==> src/rtl/seq_multiplier.sv <==
// Multi-cycle RV32M multiply unit: walks one byte pair per cycle through an 8x8
// signed/unsigned array multiplier and accumulates shifted partials into a 2*WIDTH register.
module seq_multiplier #(
    parameter int WIDTH = 32
) (
    input  logic             clock,
    input  logic             reset_n,
    input  logic             in_valid,
    output logic             in_ready,
    input  logic [1:0]       in_op,
    input  logic [WIDTH-1:0] in_a,
    input  logic [WIDTH-1:0] in_b,
    output logic             out_valid,
    input  logic             out_ready,
    output logic [WIDTH-1:0] out_result
);

    localparam int N  = WIDTH / 8;
    localparam int IW = (N > 1) ? $clog2(N) : 1;
    localparam int AW = 2 * WIDTH;
    localparam int SW = IW + 4;
    localparam logic [IW-1:0] LAST_IDX = IW'(N - 1);

    localparam logic [1:0] OP_MUL    = 2'b00;
    localparam logic [1:0] OP_MULH   = 2'b01;
    localparam logic [1:0] OP_MULHSU = 2'b10;

    typedef enum logic [1:0] {
        S_IDLE = 2'd0,
        S_BUSY = 2'd1,
        S_DONE = 2'd2
    } state_t;

    // 8x8 multiply with per-operand signedness; low 16 bits of the extended product are exact
    function automatic logic [15:0] mul8x8(input logic [7:0] a, input logic [7:0] b,
                                           input logic a_sgn, input logic b_sgn);
        logic [15:0] ax;
        logic [15:0] bx;
        ax = {{8{a_sgn & a[7]}}, a};
        bx = {{8{b_sgn & b[7]}}, b};
        return ax * bx;
    endfunction

    state_t          state_q, state_d;
    logic [IW-1:0]   i_q, i_d, j_q, j_d;
    logic [AW-1:0]   acc_q, acc_d;
    logic [WIDTH-1:0] a_q, a_d, b_q, b_d;
    logic [1:0]      op_q, op_d;
    logic            in_ready_q, in_ready_d;
    logic            out_valid_q, out_valid_d;
    logic [WIDTH-1:0] out_result_q, out_result_d;

    logic [7:0]      byte_a_s, byte_b_s;
    logic            a_sgn_s, b_sgn_s;
    logic [15:0]     pp_s;
    logic [AW-1:0]   ext_s, term_s, sum_s;
    logic [SW-1:0]   sh_s;
    logic            last_s;

    // Partial product for the current byte pair, placed at bit 8*(i+j)
    always_comb begin
        byte_a_s = a_q[{i_q, 3'b000} +: 8];
        byte_b_s = b_q[{j_q, 3'b000} +: 8];
        a_sgn_s  = ((op_q == OP_MULH) || (op_q == OP_MULHSU)) && (i_q == LAST_IDX);
        b_sgn_s  = (op_q == OP_MULH) && (j_q == LAST_IDX);
        pp_s     = mul8x8(byte_a_s, byte_b_s, a_sgn_s, b_sgn_s);
        ext_s    = {{(AW-16){(a_sgn_s | b_sgn_s) & pp_s[15]}}, pp_s};
        sh_s     = {1'b0, i_q, 3'b000} + {1'b0, j_q, 3'b000};
        term_s   = ext_s << sh_s;
        sum_s    = acc_q + term_s;
        last_s   = (i_q == LAST_IDX) && (j_q == LAST_IDX);
    end

    // State and datapath registers
    always_ff @(posedge clock or negedge reset_n) begin
        if (!reset_n) begin
            state_q      <= S_IDLE;
            i_q          <= '0;
            j_q          <= '0;
            acc_q        <= '0;
            a_q          <= '0;
            b_q          <= '0;
            op_q         <= 2'b00;
            in_ready_q   <= 1'b0;
            out_valid_q  <= 1'b0;
            out_result_q <= '0;
        end else begin
            state_q      <= state_d;
            i_q          <= i_d;
            j_q          <= j_d;
            acc_q        <= acc_d;
            a_q          <= a_d;
            b_q          <= b_d;
            op_q         <= op_d;
            in_ready_q   <= in_ready_d;
            out_valid_q  <= out_valid_d;
            out_result_q <= out_result_d;
        end
    end

    // Next-state logic
    always_comb begin
        state_d = state_q;
        case (state_q)
            S_IDLE: begin
                if (in_valid && in_ready_q) state_d = S_BUSY;
                else                        state_d = S_IDLE;
            end
            S_BUSY: begin
                if (last_s) state_d = S_DONE;
                else        state_d = S_BUSY;
            end
            S_DONE: begin
                if (out_ready) state_d = S_IDLE;
                else           state_d = S_DONE;
            end
            default: state_d = S_IDLE;
        endcase
    end

    // Datapath and registered-output next values
    always_comb begin
        i_d          = i_q;
        j_d          = j_q;
        acc_d        = acc_q;
        a_d          = a_q;
        b_d          = b_q;
        op_d         = op_q;
        in_ready_d   = in_ready_q;
        out_valid_d  = out_valid_q;
        out_result_d = out_result_q;
        case (state_q)
            S_IDLE: begin
                if (in_valid && in_ready_q) begin
                    a_d        = in_a;
                    b_d        = in_b;
                    op_d       = in_op;
                    acc_d      = '0;
                    i_d        = '0;
                    j_d        = '0;
                    in_ready_d = 1'b0;
                end else begin
                    in_ready_d = 1'b1;
                end
            end
            S_BUSY: begin
                acc_d      = sum_s;
                in_ready_d = 1'b0;
                if (i_q == LAST_IDX) begin
                    i_d = '0;
                    if (j_q == LAST_IDX) begin
                        j_d          = '0;
                        out_valid_d  = 1'b1;
                        out_result_d = (op_q == OP_MUL) ? sum_s[WIDTH-1:0] : sum_s[AW-1:WIDTH];
                    end else begin
                        j_d = j_q + IW'(1);
                    end
                end else begin
                    i_d = i_q + IW'(1);
                end
            end
            S_DONE: begin
                if (out_ready) begin
                    out_valid_d = 1'b0;
                    in_ready_d  = 1'b1;
                end else begin
                    out_valid_d = 1'b1;
                    in_ready_d  = 1'b0;
                end
            end
            default: begin
                in_ready_d  = 1'b0;
                out_valid_d = 1'b0;
            end
        endcase
    end

    assign in_ready   = in_ready_q;
    assign out_valid  = out_valid_q;
    assign out_result = out_result_q;

endmodule

==> config.mk <==
export PLATFORM = sky130hd
export DESIGN_NAME = seq_multiplier
export DESIGN_NICKNAME = d
export VERILOG_FILES = /design/src/rtl/seq_multiplier.sv
export SDC_FILE = /design/constraint.sdc
export NUM_CORES = 1
export LEC_CHECK = 0
export BUFFER_PORTS_ARGS = -buffer_cell sky130_fd_sc_hd__buf_2
export CAP_MARGIN = 15
export CORE_ASPECT_RATIO = 1.75
export CORE_MARGIN = 3
export CORE_UTILIZATION = 51
export DETAILED_ROUTE_END_ITERATION = 10
export GPL_TIMING_DRIVEN = 1
export MAX_ROUTING_LAYER = met4
export PLACE_DENSITY = 0.79
export RECOVER_POWER = 25
export SLEW_MARGIN = 10
export SYNTH_ARGS = -nofsm -noshare
export SYNTH_HDL_FRONTEND = slang
export SYNTH_SLANG_ARGS = --single-unit
export TNS_END_PERCENT = 20
==> constraint.sdc <==
create_clock -name clock -period 16.1 [get_ports clock]
set_input_delay 3.22 -clock clock [delete_from_list [all_inputs] [get_ports clock]]
set_output_delay 3.22 -clock clock [all_outputs]
set_load 0.02 [all_outputs]
==> metrics, run 1 <==
Reg-to-Reg End=out_result[29]; clock transition at the registers of the reported paths=80 ps; total CTS buffers=17; Slew Limit Headroom=-242%; main flop type after synthesis=dfrtp_1; largest net degree at the start of global routing=88; routed wire length=~48 mm; Fill cells=around 2.5k; CTS tree=done; EDFF count, synth=0; Post-synth ARST share=100%; clk_skew=about 11 ps; WP data required=16,450 ps; Iter 0 DRT Violations=about 790; Hold Vio Cnt, Final=0; I/O Buffers=between 100 and 150; vias in the first global route=~13k; Most common cell on crit path=fa_1; fin crit share=a little over two thirds; synthesized cell area=between 10,000 and 15,000 sq um; DRC violations left=0; Syn Nets=roughly 1.8k; Ys Warns=0; Die ar.=30,700 sq um; Initial Util=between 50% and 60%; Core Footprint=around 28,000 sq um; first-pass GRT wire length=73.9 mm; Max stage delay cell, worst path=dfrtp_1; Crit Path Class=reg2reg; non-filler cells, final=2,027; later-pin clock latency in the skew report=roughly 470 ps; Critical Path Start Type=flip-flop; R2R cell count=32; Reg2Reg Setup Slack=around 4900 ps; worst r2r src=j_q[0]; TNS Setup=0 ps; leading area contributor after synthesis=dfrtp_1; wire per inst=about 24 microns; GRT overflow=0; setup violators final=0; Post-Place Cells=1,991; Vias per Instance=roughly 6.3; CP max FO=21; GP Congestion=between 1 and 1.5; Crit. End Element=flip-flop; fraction of layout cells with a size suffix above 1=between 10% and 20%; Total GRT Usage=around 32%; Slew Viols, Final=~160; CP startpoint=j_q[0]; flops & latches, synth=170; clk sinks=170; Post-synth top cells=170 x dfrtp_1, 148 x nand2_1, 137 x a21oi_1; status=finished, violations left; routed via count=roughly 13k; Tmin final=11,170 ps; Placement Rows=just over 80; Tightest Pin Transition=5140 ps; Yosys top cell area share=29.3%; htree depth=4; Root Buffer Master=clkbuf_16; Max-Cap Viols=2; Synth area leaders=dfrtp_1 29%, ha_1 9.0%, fa_1 8.9%; cts hold-fix bufs=0; Die X=134 microns; Syn Area/Cell=approximately 9 sq um; DP Wirelength=roughly 37 mm; # IOs=around 100; cells after synthesis=roughly 1.6k; cts repair resizes=0; RSZ-0062 raised after global routing=false; Pre-Repair DR Iteration Count=5; failing checks=capacitance limit, slew limit; library cells used by synthesis=a little under 80; end point of the critical path=out_result[29]; initial antenna violation count=4; Layout Area Growth over Synthesis=10.1%; most frequent cell after synthesis=dfrtp_1; antenna-violating nets left=0; postcts setup bufs=0; clk buf depth=2; fmax=about 90 MHz; arrival time worst endpoint=between 10,000 and 15,000 ps; Layout Nets=1,877; chip height=about 230 microns; slowest stage delay, CP=roughly 760 ps; register area share after synthesis=29.3%; HP Class=reg2reg
-- area by class of cell --
type,instances,area [sq um],share of cell area (%)
Antenna cell,4,10.0,0.0625
Clock buffer,17,425,2.66
Clock inverter,15,215,1.34
Inverter,100,375,2.34
Multi-Input combinational cell,1228,9630,60.1
Sequential cell,170,4250,26.6
Tap cell,373,467,2.91
Timing Repair Buffer,120,637,3.98
-- sequential cells by signal (all words and copies together) (netlist names) --
signal and cells:
out_valid 1, i_q 2, acc_q 64, in_ready 1
j_q 2, op_q 2, state_q 2, out_result 32
a_q 32, b_q 32
-- layout by cell type, fill, tap and decap left out, drive strengths merged, types with 14 or more instances in the layout --
cell type and n:
o21bai 18, nand4 20, fa 65, nand3 16, a31oi 14, o21a 20
nor2 84, buf 117, mux4 16, a211oi 16, o21ai 108, clkbuf 20
nor3 23, xor2 23, a22o 39, and2 60, dfrtp 170, mux2 67
xnor2 43, ha 105, a21oi 140, nand2 149, a21o 44, inv 106
-- stage by stage --
step                      instance area [sq um]  utilization (%)  worst slack, ps  hold WS (ps)
after floorplan                           14500                -             7270           455
after global placement                    15400             54.8             5230           459
after detailed placement                  15400             54.8             5170           465
after CTS                                 16000             57.1             5100           481
after global routing                      16000             57.0             4470           507
final                                     16000             57.0             4930           481
-- logic make-up after synthesis --
family	count (synthesis)	share of synthesized area (%)
flip-flops	170	29.3
adder cells (fa/ha/maj)	170	18.0
XOR/XNOR	67	4.27
buffers and inverters	178	4.71
AO/OA/AOI/OAI	483	21.5
multiplexers	96	8.66
AND/OR/NAND/NOR	412	13.7
-- worst max-delay path, delay by kind of cell (launching register included) --
kind,cells,cell delay [ps]
simple gates,9,2770
compound gates,10,3110
fa+ha+maj,7,3250
flops,1,760
xor+xnor,1,310
buf+inv,3,160
mux,2,690
-- worst min path at each step --
stage	startpoint	to	slack, ps	cells after the start
finish	out_result[11]	out_result[11]	480	2
detailed placement	out_result[11]	out_result[11]	470	2
floorplan	acc_q[31]	acc_q[31]	460	2
global placement	out_result[5]	out_result[5]	460	2
CTS	out_result[11]	out_result[11]	480	2
global route	out_result[11]	out_result[11]	510	2
-- layer usage --
| layer | GRT usage, % | routed length [microns] | vias up |
|---|---|---|---|
| met4 | 24.0 | 4320 | 0 |
| met2 | 56.8 | 25100 | 494 |
| met5 | - | 0 | - |
| met1 | 32.2 | 16500 | 6305 |
| met3 | 4.95 | 2110 | 224 |
| li1 | - | - | 5779 |
Power of run 1 is left out: the tool's default activity adds up to more than one toggle a clock period on the data nets, which glitch-free logic cannot reach.
==> run 2: changes to the inputs <==
- PLACE_DENSITY: 0.79 -> 0.82
- clock period: 16.1 -> 10.24 ns (I/O delays scaled with it)
==> metrics, run 2 (synthesized netlist as in run 1, its figures left out) <==
total CTS buffers=17; routed via count=roughly 13k; failing checks=capacitance limit, slew limit; GRT overflow=0; CP max FO=13; clock transition at the registers of the reported paths=80 ps; # IOs=around 100; DRC violations left=0; chip height=229 microns; Reg-to-Reg End=acc_q[63]; WP data required=around 11,000 ps; I/O Buffers=103; status=finished, violations left; cts hold-fix bufs=0; R2R cell count=37; Hold Vio Cnt, Final=0; antenna-violating nets left=0; post-route design area=16,200 sq um; clk buf depth=2; worst r2r src=j_q[0]; clk_skew=14.2 ps; HP Class=reg2reg; wire per inst=23.4 microns; Total GRT Usage=between 30% and 40%; largest net degree at the start of global routing=88; Initial Util=51.8%; first-pass GRT wire length=around 74 mm; clk sinks=170; commonest non-fill, non-tap cells in the layout=167 x dfrtp_1, 148 x nand2_1, 135 x a21oi_1; arrival time worst endpoint=~10,000 ps; post-placement setup slack=150 ps; later-pin clock latency in the skew report=around 470 ps; end point of the critical path=acc_q[63]; Reg2Reg Setup Slack=520 ps; multi-input logic area=approximately 9700 sq um; Critical Path Start Type=flip-flop; Iter 0 DRT Violations=around 880; vias in the first global route=around 14k; fraction of layout cells with a size suffix above 1=between 10% and 20%; Die ar.=between 30,000 and 40,000 sq um; Slew Limit Headroom=-238%; Fill cells=2,401; fin crit share=95.0%; Core Footprint=28,100 sq um; Tightest Pin Transition=between 5000 and 6000 ps; most flop-heavy register=acc_q; routed wire length=roughly 48 mm; Root Buffer Master=clkbuf_16; htree depth=4; Max stage delay cell, worst path=mux4_2; placed instance area=about 16,000 sq um; initial antenna violation count=2; Slew Viols, Final=158; Layout Area Growth over Synthesis=11.3%; CP startpoint=j_q[0]; Placement Rows=slightly above 80; Vias per Instance=6.42; worst setup margin=between 500 and 600 ps; slowest stage delay, CP=approximately 650 ps; setup violators final=0; max reg flops=between 60 and 70; Register Area=between 4000 and 5000 sq um; Max-Cap Viols=2; Crit. End Element=flip-flop; Tmin final=~9700 ps; CTS tree=done; TNS Setup=0 ps; fmax=just over 100 MHz; GP Congestion=approximately 1.1; Layout Nets=~1.9k; Pre-Repair DR Iteration Count=5; DP Wirelength=36.5 mm; Die X=134 microns; Crit Path Class=reg2reg; commonest non-fill, non-tap cell in the layout=dfrtp_1; RSZ-0062 raised after global routing=false
[run 2: cell count changes in the layout (fill, tap and decap cells not counted), sizes merged]
cell and change:
buf +20, clkinv +1, inv -2, diode -2, clkinvlp +1
[run 2: worst max-delay path, delay by kind of cell, from the launching register on]
kind	cells	cell delay, ps
AND/OR/NAND/NOR	9	1620
multiplexers	1	650
flip-flops	1	480
AO/OA/AOI/OAI	10	2100
buffers and inverters	9	1210
adder cells (fa/ha/maj)	7	3290
XOR/XNOR	1	280
[run 2: area by class of cell]
class | count | area share [%]
clock buffers | 17 | 2.63
well taps | 373 | 2.88
flip-flops and latches | 170 | 26.3
inverters | 100 | 2.32
diodes | 2 | 0.0309
clock inverters | 15 | 1.35
repair buffers | 140 | 4.86
multi-input cells | 1228 | 59.6
[run 2: through the flow]
step / instances / hold slack (ps) / util, %
global route: 2045 / 515 / 57.7
CTS: 2040 / 485 / 57.5
finish: 2045 / 483 / 57.7
detailed placement: 2008 / 467 / 55.2
floorplan: 1576 / 455 / -
global placement: 2008 / 459 / 55.2
[run 2: worst min path at each step]
stage,start,endpoint,depth (start not counted),slack (ps)
floorplan,acc_q[31],acc_q[31],2,460
global placement,out_result[31],out_result[31],2,460
detailed placement,out_result[31],out_result[31],2,470
CTS,out_result[31],out_result[31],2,480
global route,out_result[8],out_result[8],1,510
finish,out_result[31],out_result[31],2,480
[run 2: timing repair]
item / 4_1_cts / 5_1_grt
resized for setup: 0 / 9
endpoints found under the setup margin: 0 / 43
buffers inserted: 0 / 3
hold endpoints to repair: 0 / 0
[run 2: per-layer routing]
metal | track usage [%] | vias up | wire length [microns]
met1 | 32.7 | 6442 | 15800
li1 | - | 5819 | -
met3 | 4.55 | 237 | 2800
met4 | 26.0 | 0 | 4610
met2 | 55.4 | 637 | 24600
met5 | - | - | 0
Power of run 2 is left out for the same reason.
==> run 3: changes to the inputs <==
--- a/config.mk
+++ b/config.mk
@@ -13,3 +13,3 @@
 export DETAILED_ROUTE_END_ITERATION = 10
-export GPL_TIMING_DRIVEN = 1
+export GPL_TIMING_DRIVEN = 0
 export MAX_ROUTING_LAYER = met4
--- a/constraint.sdc
+++ b/constraint.sdc
@@ -3,2 +3,2 @@
 set_output_delay 2.048 -clock clock [all_outputs]
-set_load 0.02 [all_outputs]
+set_load 0.05 [all_outputs]
==> metrics, run 3 (synthesized netlist as in run 1, its figures left out) <==
status=finished, violations left; failing checks=capacitance limit, slew limit; later-pin clock latency in the skew report=around 470 ps; GRT overflow=0; initial antenna violation count=2; wire per inst=~24 microns; slowest stage delay, CP=~620 ps; Highest Signal Layer=met4; clk buf depth=2; clk sinks=between 150 and 200; Placement Rows=81; multi-input logic area=between 9000 and 10,000 sq um; Max-Cap Viols=2; setup violators final=0; chip height=about 230 microns; Slew Limit Headroom=-215%; Pre-Repair DR Iteration Count=6; Crit Path Class=reg2reg; Reg-to-Reg End=acc_q[60]; worst r2r src=j_q[0]; final core utilization=58.3%; DP Wirelength=just over 40 mm; routed wire length=51.0 mm; arrival time worst endpoint=10,250 ps; Total GRT Usage=roughly a third; Layout Area Growth over Synthesis=12.5%; total CTS buffers=17; clock transition at the registers of the reported paths=80 ps; HP Class=reg2reg; Slew Viols, Final=about 170; Most common cell on crit path=fa_1; Root Buffer Master=clkbuf_16; CP bufs+invs=5; most flop-heavy register=acc_q; largest net degree at the start of global routing=around 100; fin crit share=a little over nine tenths; M1 wire length=16.6 mm; I/O Buffers=just over 100; Max stage delay cell, worst path=mux2i_2; Die X=around 130 microns; GP Congestion=1.08; Register Area=about 4300 sq um; CTS tree=done; clk_skew=around 16 ps; Hold Path Depth=2; # IOs=about 100; hold path startpoint=out_result[31]; max reg flops=64; Tmin final=9890 ps; DRC violations left=0; R2R cell count=33; Hold Path Sink=out_result[31]; Crit. End Element=flip-flop; first-pass GRT wire length=about 77 mm; CP top delay family=adder cells; commonest non-fill, non-tap cells in the layout=170 x dfrtp_1, 148 x nand2_1, 135 x a21oi_1; Reg2Reg Setup Slack=350 ps; Initial Util=around 52%; Iter 0 DRT Violations=986; met2 routed WL=between 20 and 30 mm; Tightest Pin Transition=approximately 4700 ps; WL met3=around 2.8 mm; Hold Vio Cnt, Final=0; Die ar.=30,700 sq um; RSZ-0062 raised after global routing=false; fraction of layout cells with a size suffix above 1=15.5%; fmax=roughly 100 MHz; htree depth=4; antenna-violating nets left=0; routed via count=between 10k and 15k; CP max FO=10; commonest non-fill, non-tap cell in the layout=dfrtp_1; Vias per Instance=between 6 and 7; Core Footprint=approximately 28,000 sq um; WP data required=about 11,000 ps; vias in the first global route=between 10k and 15k; Layout Nets=between 1.5k and 2k; Fill cells=2,413; Critical Path Start Type=flip-flop
==> run 3: how the worst max path moves through the flow <==
stage | slack (ps) | depth (start not counted) | startpoint | endpoint
2_1_floorplan | 1410 | 34 | j_q[0] | out_result[29]
3_3_place_gp | -860 | 34 | j_q[1] | out_result[29]
3_5_place_dp | -940 | 34 | j_q[1] | out_result[29]
4_1_cts | 160 | 32 | j_q[0] | acc_q[60]
5_1_grt | 6 | 2 | reset_n | b_q[29]
6_report | 350 | 33 | j_q[0] | acc_q[60]
==> run 3: layout make-up <==
cell class | count | share of cell area [%]
diodes | 3 | 0.0459
plain buffers | 77 | 1.91
clock buffers | 17 | 2.60
clock inverters | 15 | 1.32
inverters | 100 | 2.29
multi-input cells | 1228 | 59.6
flip-flops and latches | 170 | 26.0
well taps | 373 | 2.85
repair buffers | 108 | 3.40
==> run 3: through the flow <==
| step | std cells | setup slack [ps] | area [sq um] | TNS [ps] | hold slack, ps |
|---|---|---|---|---|---|
| finish | 2091 | 346 | 16400 | 0 | 478 |
| global route | 2091 | 6.25 | 16400 | 0 | 510 |
| CTS | 2088 | 157 | 16300 | 0 | 484 |
| detailed placement | 2053 | -942 | 15600 | -28580 | 463 |
| global placement | 2052 | -859 | 15500 | -23970 | 460 |
| floorplan | 1576 | 1410 | 14500 | 0 | 455 |
==> run 3: worst register-to-register path, delay by kind of cell, from the launching register on <==
family | cells | cell delay [ps]
fa+ha+maj | 7 | 3300
buf+inv | 5 | 710
simple gates | 6 | 1800
xor+xnor | 1 | 110
flops | 1 | 420
compound gates | 12 | 2330
mux | 2 | 1100
==> run 3: layer usage <==
layer,track usage (%),vias to the layer above
met2,58.5,603
li1,-,5899
met3,5.60,256
met4,29.8,0
met5,-,-
met1,32.6,6452
==> run 3: repair_timing <==
item	4_1_cts	5_1_grt
cloned	0	0
setup buffers	3	1
hold buffers	0	0
setup endpoints to repair	62	45
pin swaps	2	5
gates resized for setup	13	21
Power of run 3 is left out for the same reason.
